### src/rtl/path_streamer_if.sv
// Bus bundle between the planner, path_streamer and path_mapping.
// The replay strobe exists only when PATH_REPLAY_EN is defined.
interface path_streamer_if #(
  parameter int NODE_W = 5
);
  // Every signal is a single-cycle level; there is no backpressure and
  // path_input/path_planned form a valid-only stream that path_mapping always accepts.
  logic              pred_we;
  logic [NODE_W-1:0] pred_addr;
  logic [NODE_W-1:0] pred_data;
  logic              start;
  logic [NODE_W-1:0] start_node;
  logic [NODE_W-1:0] end_node;
`ifdef PATH_REPLAY_EN
  logic              replay;
`endif
  logic              path_input;
  logic [NODE_W-1:0] path_planned;
  logic [NODE_W-1:0] path_len;
  logic              busy;
  logic              done;
  logic              error;
  logic [1:0]        dbg_state;

  modport master (
`ifdef PATH_REPLAY_EN
    output replay,
`endif
    output pred_we, pred_addr, pred_data, start, start_node, end_node,
    input  path_input, path_planned, path_len, busy, done, error, dbg_state
  );

  modport slave (
`ifdef PATH_REPLAY_EN
    input  replay,
`endif
    input  pred_we, pred_addr, pred_data, start, start_node, end_node,
    output path_input, path_planned, path_len, busy, done, error, dbg_state
  );
endinterface

### src/rtl/path_streamer.sv
// Walks the predecessor table from end_node back to start_node, then streams the path forward.
// Optional feature macro: PATH_REPLAY_EN (re-stream the last path without a walk).
module path_streamer #(
  parameter int NODE_W    = 5,
  parameter int NUM_NODES = 30,
  parameter int MAX_PATH  = 16,
  parameter int NO_PRED   = 31
) (
  input  logic            clk_3125KHz,
  input  logic            rst_n,
  path_streamer_if.slave  bus
);
  localparam int SP_W  = $clog2(MAX_PATH + 1);
  localparam int IDX_W = $clog2(MAX_PATH);

  typedef enum logic [1:0] {IDLE, WALK, EMIT, DONE} state_t;

  state_t            state;
  logic [NODE_W-1:0] cur;
  logic [NODE_W-1:0] start_q;
  logic [SP_W-1:0]   sp;
  logic [SP_W-1:0]   sp_m1;
  logic [NODE_W-1:0] stack    [MAX_PATH];
  logic [NODE_W-1:0] pred_tbl [NUM_NODES];
  logic [NODE_W-1:0] pred_cur;
  logic              nodes_bad;
  logic              pred_bad;

  logic              path_input_q;
  logic [NODE_W-1:0] path_planned_q;
  logic [NODE_W-1:0] path_len_q;
  logic              busy_q;
  logic              done_q;
  logic              error_q;
`ifdef PATH_REPLAY_EN
  logic              path_valid;
`endif

  assign sp_m1     = sp - SP_W'(1);
  assign pred_cur  = pred_tbl[cur];
  assign nodes_bad = (bus.start_node >= NODE_W'(NUM_NODES)) ||
                     (bus.end_node   >= NODE_W'(NUM_NODES));
  assign pred_bad  = (pred_cur == NODE_W'(NO_PRED)) || (pred_cur >= NODE_W'(NUM_NODES));

  assign bus.path_input   = path_input_q;
  assign bus.path_planned = path_planned_q;
  assign bus.path_len     = path_len_q;
  assign bus.busy         = busy_q;
  assign bus.done         = done_q;
  assign bus.error        = error_q;
  assign bus.dbg_state    = state;

  // The table is only writable while idle so a walk or stream never sees it change.
  always_ff @(posedge clk_3125KHz) begin
    if (state == IDLE && bus.pred_we && bus.pred_addr < NODE_W'(NUM_NODES))
      pred_tbl[bus.pred_addr] <= bus.pred_data;
  end

  // Stack is only pushed during WALK, where sp never exceeds MAX_PATH-1.
  always_ff @(posedge clk_3125KHz) begin
    if (state == WALK)
      stack[sp[IDX_W-1:0]] <= cur;
  end

  always_ff @(posedge clk_3125KHz or negedge rst_n) begin
    if (!rst_n) begin
      state          <= IDLE;
      cur            <= '0;
      start_q        <= '0;
      sp             <= '0;
      path_input_q   <= 1'b0;
      path_planned_q <= '0;
      path_len_q     <= '0;
      busy_q         <= 1'b0;
      done_q         <= 1'b0;
      error_q        <= 1'b0;
`ifdef PATH_REPLAY_EN
      path_valid     <= 1'b0;
`endif
    end else begin
      done_q <= 1'b0;
      // busy trails the state by one cycle so it covers the whole stream window.
      busy_q <= (state == WALK) || (state == EMIT);
      case (state)
        IDLE: begin
          path_input_q <= 1'b0;
          if (bus.start) begin
            cur     <= bus.end_node;
            start_q <= bus.start_node;
            sp      <= '0;
            error_q <= nodes_bad;
`ifdef PATH_REPLAY_EN
            path_valid <= 1'b0;
`endif
            if (!nodes_bad)
              state <= WALK;
          end
`ifdef PATH_REPLAY_EN
          else if (bus.replay && path_valid && !error_q) begin
            // The stack is never overwritten by EMIT, so rewinding sp replays it.
            sp    <= SP_W'(path_len_q);
            state <= EMIT;
          end
`endif
        end
        WALK: begin
          sp <= sp + SP_W'(1);
          if (cur == start_q) begin
            path_len_q <= NODE_W'(sp + SP_W'(1));
            state      <= EMIT;
`ifdef PATH_REPLAY_EN
            path_valid <= 1'b1;
`endif
          end else if (pred_bad || sp == SP_W'(MAX_PATH - 1)) begin
            error_q <= 1'b1;
            state   <= IDLE;
          end else begin
            cur <= pred_cur;
          end
        end
        EMIT: begin
          path_input_q   <= 1'b1;
          path_planned_q <= stack[sp_m1[IDX_W-1:0]];
          sp             <= sp_m1;
          if (sp_m1 == '0)
            state <= DONE;
        end
        DONE: begin
          path_input_q <= 1'b0;
          done_q       <= 1'b1;
          state        <= IDLE;
        end
        default: state <= IDLE;
      endcase
    end
  end
endmodule
### src/flat_wrapper.sv
// flat-port wrapper written by rule: the top's interface ports become plain ports
module path_streamer_flat 
#(
  parameter int NODE_W    = 5,
  parameter int NUM_NODES = 30,
  parameter int MAX_PATH  = 16,
  parameter int NO_PRED   = 31
)
  (clk_3125KHz, rst_n, bus_pred_we, bus_pred_addr, bus_pred_data, bus_start, bus_start_node, bus_end_node, bus_path_input, bus_path_planned, bus_path_len, bus_busy, bus_done, bus_error, bus_dbg_state);
  path_streamer_if #(.NODE_W(NODE_W)) bus_i ();
  input  logic clk_3125KHz;
  input  logic rst_n;
  input wire logic [$bits(bus_i.pred_we)-1:0] bus_pred_we;
  input wire logic [$bits(bus_i.pred_addr)-1:0] bus_pred_addr;
  input wire logic [$bits(bus_i.pred_data)-1:0] bus_pred_data;
  input wire logic [$bits(bus_i.start)-1:0] bus_start;
  input wire logic [$bits(bus_i.start_node)-1:0] bus_start_node;
  input wire logic [$bits(bus_i.end_node)-1:0] bus_end_node;
  output wire logic [$bits(bus_i.path_input)-1:0] bus_path_input;
  output wire logic [$bits(bus_i.path_planned)-1:0] bus_path_planned;
  output wire logic [$bits(bus_i.path_len)-1:0] bus_path_len;
  output wire logic [$bits(bus_i.busy)-1:0] bus_busy;
  output wire logic [$bits(bus_i.done)-1:0] bus_done;
  output wire logic [$bits(bus_i.error)-1:0] bus_error;
  output wire logic [$bits(bus_i.dbg_state)-1:0] bus_dbg_state;
  assign bus_i.pred_we = bus_pred_we;
  assign bus_i.pred_addr = bus_pred_addr;
  assign bus_i.pred_data = bus_pred_data;
  assign bus_i.start = bus_start;
  assign bus_i.start_node = bus_start_node;
  assign bus_i.end_node = bus_end_node;
  assign bus_path_input = bus_i.path_input;
  assign bus_path_planned = bus_i.path_planned;
  assign bus_path_len = bus_i.path_len;
  assign bus_busy = bus_i.busy;
  assign bus_done = bus_i.done;
  assign bus_error = bus_i.error;
  assign bus_dbg_state = bus_i.dbg_state;
  path_streamer #(.NODE_W(NODE_W), .NUM_NODES(NUM_NODES), .MAX_PATH(MAX_PATH), .NO_PRED(NO_PRED)) u_core (.clk_3125KHz(clk_3125KHz), .rst_n(rst_n), .bus(bus_i));
endmodule
### config.mk
export PLATFORM = sky130hd
export DESIGN_NAME = path_streamer_flat
export DESIGN_NICKNAME = d
export VERILOG_FILES = /design/src/rtl/path_streamer_if.sv /design/src/rtl/path_streamer.sv /design/src/flat_wrapper.sv
export SDC_FILE = /design/constraint.sdc
export NUM_CORES = 1
export LEC_CHECK = 0
export ABC_AREA = 1
export BUFFER_PORTS_ARGS = -buffer_cell sky130_fd_sc_hd__buf_2
export CORE_MARGIN = 3
export CORE_UTILIZATION = 50
export CTS_BUF_LIST = sky130_fd_sc_hd__clkbuf_4 sky130_fd_sc_hd__clkbuf_8
export DETAILED_ROUTE_END_ITERATION = 10
export PLACE_DENSITY = 0.68
export REMOVE_ABC_BUFFERS = 1
export SLEW_MARGIN = 20
export SYNTH_ARGS = -nofsm -noshare
export SYNTH_HDL_FRONTEND = slang
export SYNTH_SLANG_ARGS = --single-unit
### constraint.sdc
create_clock -name clk_3125KHz -period 6.2 [get_ports clk_3125KHz]
set_input_delay 0.62 -clock clk_3125KHz [delete_from_list [all_inputs] [get_ports clk_3125KHz]]
set_output_delay 0.62 -clock clk_3125KHz [all_outputs]
set_load 0.01 [all_outputs]
Yosys cells after proc, flatten, opt, wreduce, memory -nomap -nowiden
Memories as Yosys holds them, arrays and structs flattened. A register that Yosys moved wholly into a read port is not among the register bits. Index checks and enable logic that the tools add are counted.

Bits in writable memories: 230. Bits in latches: 0. ROM bits: 0. Word-level logic and storage cells: 71. Input bits: 24. Register bits: 26. Memories: 2.

Memory list: u_core.pred_tbl (words 30, width 5, rd ports 1, clocked after memory_dff 0, write ports 1, RTL line path_streamer.sv:24) `logic [NODE_W-1:0] pred_tbl [NUM_NODES];`; u_core.stack (words 16, width 5, rd ports 1, clocked after memory_dff 1, write ports 1, RTL line path_streamer.sv:23) `logic [NODE_W-1:0] stack [MAX_PATH];`.

Div/mod/pow operators: 0. Muxes and demuxes: 22. $add $sub $neg: 2. Equal/unequal tests: 13. Shifts and indexed selects: 0. Bitwise logic cells: 0. $lt $le $gt $ge: 4. Reductions and logical operators: 19. Multipliers: 0.

Operators by type and width (number): $mux 5 (4); $ge 5x5->1 const B (3); $pmux 5 s3 (1); $ne 2x2->1 const B (6); $reduce_and 4->1 (3); $mux 2 (5); $pmux 5 s2 (1); $mux 1 (8); $pmux 2 s4 (1); $reduce_and 2->1 (3); $add 5x1->5 const B (1); $eq 5x4->1 const B (1); $eq 5x5->1 (1); $eq 5x5->1 const B (1); $logic_not 5->1 (1); $lt 5x5->1 const B (1); $sub 5x1->5 const B (1); $eq 2x2->1 const B (2); $logic_or 1x1->1 (4); $pmux 1 s2 (2); $reduce_bool 2->1 (2); $ne 3x3->1 const B (1); $reduce_bool 3->1 (1); $eq 2x1->1 const B (1); other kinds (4) (5).

Logic depth before layout (Yosys ltp)
Gate-level depths: netlist of the first run. An unclocked memory read counts as a cell.

Word-level depth: 7. Mapped depth: 17. Gate-level depth less buffers: 16.

Worst setup path before layout of the first run
No wires, ideal clock.

Kind: register -> register. Start point: register u_core.sp[0]. End point: register u_core.path_planned_q[0] (netlist: u_core.bus.path_planned[0]) (read register of u_core.stack). Buffers on the path: 3. Arrival time: 2154 ps. Clock period less this slack: 2289 ps. Stages on the path, launching flop included: 10. Required time: 6065 ps. Slack: 3911 ps. Setup time: 135 ps. Cell sequence: dfrtp_1 buf_2 clkinv_1 clkbuf_1 ha_1 xnor2_1 clkinv_1 clkbuf_1 o211ai_1 a31oi_1.

Word-level cells in the longest chain between the ends: 1.

Ends and longest elaborated chain: start, declared (RTL line path_streamer.sv:21) `logic [SP_W-1:0] sp;`; start signal, assigned (RTL line path_streamer.sv:107) `sp <= sp + SP_W'(1);`; start signal, assigned (RTL line path_streamer.sv:124) `sp <= sp_m1;`; $sub 5x1->5 (RTL line path_streamer.sv:39) `assign sp_m1 = sp - SP_W'(1);`; net u_core.sp_m1[0] (RTL line path_streamer.sv:22) `logic [SP_W-1:0] sp_m1;`; end, declared (RTL line path_streamer.sv:30) `logic [NODE_W-1:0] path_planned_q;`.

The timed path passes the listed nets, and every way through them passes these cells. A chain may end at the register's enable or synchronous reset.

Final worst setup path of the first run
Start point: register u_core.sp[0]. End point: register u_core.path_planned_q[3] (netlist: u_core.bus.path_planned[3]) (read register of u_core.stack).

Word-level cells in the longest chain between the ends: 1.

Ends and longest elaborated chain (RTL line): $sub 5x1->5 (path_streamer.sv:39).

No other way between the ends.

==> flow_summary.ini, run 1 <==
[run_status]
status = finished, final reports clean

[sta]
setup_viol = 0
finalCritPeriodShare_pct = 45.9
period_needed_ns = 2.84
slew_headroom_pct = 36.3
rsz0062_at_grt = no
hold_viol = 0
max_slew.worst_pin.slew_ns = 0.956
drv_slew = 0
clock_skew_ns = 0.0140
tns_ns = 0
max_freq_mhz = 352

[routing]
wl_met3_um = 1450
firstDrtPassIters = 5
routed_wl_um = 24700
wl_per_cell_um = 18.9
top_layer_used = met4
wl_met1_um = 10700
met2WireLength_um = 12000
dr.first_iter.drc_count = 519
vias = 7257
vias_per_cell = 5.57
drc = 0
postRouteAntennaNets = 0

[layout]
drive_gt1_share_pct = 12.3
ff_latch_area_sq_um = 7680
multi_input_area_sq_um = 2940
areaGrowthSynthToFinish_pct = 11.2
layout.nets = 1035
diodes = 0
instances_no_fill = 1303
fill_cells = 1795

[cts]
cts_root_buf = clkbuf_8
cts_hold_buffers = 0
h-tree-depth = 2
cts_buffers = 43
cts_setup_buffers = 0
cts.path.max_buffers = 3
clkLatencyLatePin_ns = 0.53
cts_tree = done
numClockSinks = 261
ctsResizeCount = 0
path_clk_slew_ns = 0.06

[floorplanning]
io_pins = 40
coreArea_sq_um = 21400
initial_core_util_pct = 51.5
die_h_um = 154
dieArea_sq_um = 23800
die_w_um = 154
core.rowCount = 53

[logic_synthesis]
synthCells = 957
synth.cell_area_sq_um = 11000
yosys-top-cells-area = edfxtp_1 63%, dfrtp_1 7.0%, nand2_1 7.0%
syn_area_per_cell_sq_um = 11.5
ys_ff_latch = 261
ys_seq_area_share_pct = 69.8
synth_area_leader_cell = edfxtp_1
yosysWarningCount = 0
synth_top_area_share_pct = 62.8
ys_types = 33

[grt]
grt_pass1_wl_um = 38800
grt_pass1_vias = 7030
grt_max_degree = 92
antenna_found_initial = 0
grt_usage_pct = 20.8
grt.overflow.total = 0

[pwr]
leakagePower_uw = 0.00452
vdd_drop_max_mv = 0.249
p_per_area_nw_per_um2 = 456

[setup_path]
cpPeakStageDelay_ns = 0.57
path_cells = buf_4, clkinv_1, ha_1, inv_1, o21ai_0, o221ai_1, nand3_1, a31oi_1
path_max_fanout = 45
arrival_ns = 3.29
r2r-end = u_core.bus.path_planned[3]
reg2reg_slack_ns = 3.36
start_kind = flop
crit_slowest_cell = ha_1
rr_worst_depth = 8
end_kind = flop
cp-endpoint = u_core.bus.path_planned[3]
critPathKind = flop to flop
required_ns = 6.64
worstReg2RegStart = u_core.sp[0]
cp-startpoint = u_core.sp[0]

[flow_run]
cap_violations = 0

[placement]
dpl.hpwl_um = 15200
placedCellCount = 1230
portBuffers = 39
gp_congestion = 0.916

[worst_hold_path]
hp-class = input pin to asynchronous set/reset pin
routing by layer:
metal	vias to the layer above	GRT usage, %
li1	3479	-
met1	3522	28.5
met2	215	34.0
met3	41	3.78
met4	0	6.52
met5	-	0
where the power goes:
group	leakage [uW]	switching (uW)	total, uW	internal [uW]
clock	0.000454	645	1550	907
combinational	0.00159	1290	1830	543
sequential	0.00247	73.9	2200	2120
total	0.00452	2010	5580	3570
flip-flops by register name, summed over array words and instances (netlist names), 5 cells and up, named ones only:
signal / count
u_core.bus.path_len: 5
u_core.bus.path_planned: 5
u_core.cur: 5
u_core.pred_tbl: 150
u_core.sp: 5
u_core.stack: 80
u_core.start_q: 5
kinds of logic after synthesis:
group	after synthesis	share of synthesized area (%)
multiplexers	5	0.512
AND/OR/NAND/NOR	453	17.0
adder cells (fa/ha/maj)	11	1.25
flip-flops	261	69.8
buffers and inverters	86	3.49
XOR/XNOR	7	0.625
AO/OA/AOI/OAI	134	7.37
layout by cell type (no fill, tap or decap), types with 11 or more instances in the layout:
master / count
o21ai_0: 74
buf_2: 39
o221ai_1: 15
nand3_1: 110
nand2_1: 205
clkinv_1: 13
ha_1: 11
nor2_1: 126
clkbuf_8: 43
dfrtp_1: 29
edfxtp_1: 230
inv_1: 32
o22ai_1: 16
metrics by stage:
| stage | total power (uW) | worst slack (ns) | hold slack, ns | area (sq um) | utilization (%) |
|---|---|---|---|---|---|
| floorplan | 3440 | 2.58 | 0.324 | 10800 | - |
| global route | 5940 | 3.09 | 0.182 | 12200 | 57.3 |
| finish | 5580 | 3.36 | 0.154 | 12200 | 57.3 |
| CTS | 5620 | 3.39 | 0.154 | 12200 | 57.3 |
| detailed placement | 4070 | 3.39 | 0.479 | 11400 | 53.2 |
| global placement | 4040 | 3.51 | 0.462 | 11400 | 53.2 |
final cells by class:
cell class,instances,area share [%]
Sequential cell,261,62.8
Multi-Input combinational cell,610,24.0
Clock buffer,52,5.39
Tap cell,275,2.81
Timing Repair Buffer,47,2.09
Clock inverter,21,1.79
Inverter,37,1.13
synth_stat cells (all sizes together):
| master | count |
|---|---|
| o21ai | 79 |
| xnor2 | 5 |
| dfrtp | 31 |
| nand2 | 207 |
| mux2 | 5 |
| nand3 | 110 |
| nor2 | 126 |
| o21bai | 1 |
| xor2 | 2 |
| nor3 | 2 |
| a211oi | 2 |
| ha | 11 |
| a31oi | 7 |
| edfxtp | 230 |
| o211ai | 10 |
| or2 | 2 |
| o22ai | 16 |
| inv | 35 |
| nand4 | 6 |
| clkbuf | 21 |
| o221ai | 15 |
| a21oi | 3 |
| a2111oi | 1 |
| clkinv | 2 |
| buf | 28 |
worst max-delay path: cells and delay by family (launching register included):
family / cells / cell delay [ns]
DFF: 1 / 0.32
AOI/OAI and AO/OA: 3 / 0.56
and+or+nand+nor: 1 / 0.14
buffers and inverters: 3 / 1.16
adders and majority gates: 1 / 0.57
how the worst min path moves through the flow:
stage | end | cells past startpoint
floorplan | asynchronous set/reset pin | 0
global placement | u_core.bus.path_input | 2
detailed placement | u_core.bus.path_input | 2
CTS | u_core.bus.path_planned[0] | 1
global route | u_core.bus.path_planned[0] | 1
finish | u_core.bus.path_planned[0] | 1
Note: power is estimated with default switching activity, not from simulation.
==> run 2: changes to the inputs <==
- ABC_AREA: 1 -> 0
- PLACE_DENSITY: 0.68 -> 0.7
- clock period: 6.2 -> 2.4 ns (I/O delays scaled with it)
==> run 2 against run 1 <==
Compared with the run above:
- the flow now finishes with violations (negative setup slack)
- via count shrank 17%
- largest power group unchanged
- fmax increased by 14%
- worst hold slack lost 0.050 ns
- sequential cell count unchanged
==> flow_summary.ini, run 2 <==
[logic_synthesis]
async_reset_ff_share_pct = 11.9
yosys.cell_count.top_type = edfxtp_1
synth_top_area_share_pct = 63.4
synth.cell_area_sq_um = 10900
yosysWarningCount = 0
syn_area_per_cell_sq_um = 17.3
synthCells = 631
ys_seq_area_share_pct = 70.6
yosys-top-cells-area = edfxtp_1 63%, mux4_2 8.3%, dfrtp_1 7.1%
ys.flop_type = edfxtp_1
synth_area_leader_cell = edfxtp_1
synth_edf_count = 230
ys_top_cells_by_count = 230 x edfxtp_1, 47 x nor2_1, 40 x mux4_2, 34 x mux2i_1, 34 x nand2_1
ys_types = 52
ys_ff_latch = 261

[sta]
period_needed_ns = 2.50
whs_ns = 0.103
setup_viol = 6
hold_viol = 0
rsz0062_at_grt = yes
fin_ws_ns = -0.0975
clock_skew_ns = 0.0233
tns_ns = -0.206
drv_slew = 0
max_slew.worst_pin.slew_ns = 0.717
slew_headroom_pct = 52.2
max_freq_mhz = 400
finalCritPeriodShare_pct = 104

[floorplanning]
dieArea_sq_um = 23600
die_h_um = 154
io_pins = 40
core.rowCount = 53
die_w_um = 154
coreArea_sq_um = 21200
initial_core_util_pct = 51.3

[layout]
drive_gt1_share_pct = 35.3
layout.nets = 789
multi_input_area_sq_um = 3090
fill_cells = 1540
largest_register_ffs = 150
final_cell_mix = 230 x edfxtp_1, 60 x buf_4, 42 x clkbuf_8
ff_latch_area_sq_um = 7690
diodes = 0
areaGrowthSynthToFinish_pct = 17.8
top_register = u_core.pred_tbl
post-route-cell-area_sq_um = 12800
mostFrequentLayoutCell = edfxtp_1

[setup_path]
arrival_ns = 2.94
start_kind = flop
cp-startpoint = u_core.cur[0]
path_max_fanout = 8
r2r-end = u_core.cur[0]
critPathKind = flop to flop
required_ns = 2.84
cp-endpoint = u_core.cur[0]
path_cells = buf_12, buf_12, mux4_2, nor3_2, or4_4, o221ai_4, nand4_1, nor4b_2, a211oi_2
cpPeakStageDelay_ns = 0.51
rr_worst_depth = 9
end_kind = flop
crit_slowest_cell = or4_4
reg2reg_slack_ns = -0.1
path_common_cell = buf_12
worstReg2RegStart = u_core.cur[0]

[routing]
postRouteAntennaNets = 0
firstDrtPassIters = 4
dr.first_iter.drc_count = 444
vias = 6046
routed_wl_um = 23200
drc = 0
wl_per_cell_um = 21.8
vias_per_cell = 5.69

[placement]
place_area_sq_um = 11700
dp_slack_ns = -0.129
portBuffers = 39
dpl.hpwl_um = 15100
gp_congestion = 0.871

[grt]
grt_pass1_vias = 6394
grt_usage_pct = 19.9
grt_max_degree = 32
antenna_found_initial = 0
use_met3_pct = 3.29
grtUsageMet2_pct = 34.0
grt_busiest_layer = met2
met1_usage_pct = 26.6
grt_pass1_wl_um = 36500
grt.overflow.total = 0

[pwr]
power.total_uw = 14800
vdd_drop_max_mv = 0.610
p_per_area_nw_per_um2 = 1160
leakagePower_uw = 0.00462

[cts]
h-tree-depth = 2
cts.path.max_buffers = 3
cts_tree = done
cts_buffers = 42
numClockSinks = 261
cts_root_buf = clkbuf_8
clkLatencyLatePin_ns = 0.54
path_clk_slew_ns = 0.06

[flow_run]
cap_violations = 0

[run_status]
status = finished, violations left
violations = negative setup slack

[worst_hold_path]
hp-class = input pin to flop
## run 2: through the flow
step | utilization [%] | std cells
finish | 60.4 | 1063
global route | 60.4 | 1063
CTS | 60.1 | 1063
global placement | 55.1 | 968
floorplan | - | 600
detailed placement | 55.1 | 968
## run 2: final cells by class
type | count | area share, %
sequential | 261 | 59.9
multi-input combinational | 328 | 24.1
timing repair buffer | 110 | 6.31
clock buffer | 59 | 5.50
tap | 275 | 2.68
clock inverter | 19 | 1.20
inverter | 11 | 0.322
## run 2: worst min path at each step
| stage | startpoint | to | slack, ns | cells after the start |
|---|---|---|---|---|
| 6_report | bus_end_node[0] | u_core.cur[0] | 0.10 | 3 |
| 5_1_grt | bus_end_node[0] | u_core.cur[0] | 0.08 | 3 |
| 4_1_cts | bus_end_node[0] | u_core.cur[0] | 0.08 | 3 |
| 3_5_place_dp | rst_n | u_core.bus.path_planned[0] | 0.33 | 1 |
| 3_3_place_gp | rst_n | u_core.bus.path_planned[0] | 0.34 | 1 |
| 2_1_floorplan | rst_n | asynchronous set/reset pin | -0.06 | 0 |
## run 2: kinds of logic (layout without fill, tap and decap cells)
kind of cell | after synthesis | after routing | synth area share (%)
xor gates and xnor gates | 10 | 10 | 0.805
and+or+nand+nor | 142 | 142 | 6.23
AOI/OAI and AO/OA | 61 | 61 | 4.15
DFF | 261 | 261 | 70.6
muxes | 104 | 104 | 15.1
adders and majority gates | 11 | 11 | 1.26
buffers and inverters | 42 | 199 | 1.93
## run 2: metal layers
metal  up-vias  part of all wire [%]
met3        44                   4.6
met2       197                    52
met1      3088                    41
met5         -                     0
met4         0                   2.5
li1       2717                     -
## run 2: critical path, delay by kind of cell (launching register included)
kind	cells	cell delay, ns
compound gates	2	0.28
buf+inv	2	0.29
flops	1	0.44
mux	1	0.34
simple gates	4	1.05
## run 2: repair_timing
| item | in CTS | in global routing |
|---|---|---|
| buffers inserted | 10 | 0 |
| endpoints found under the setup margin | 12 | 28 |
| gates resized for setup | 8 | 20 |
| gates cloned | 1 | 0 |
| pin swaps | 5 | 7 |
| hold endpoints to repair | 36 | 0 |
| hold buffers | 6 | 0 |
## run 2: power by group
part	switching [uW]	internal, uW	total (uW)
logic	2790	2450	5240
registers	277	5510	5790
clock network	1690	2140	3830
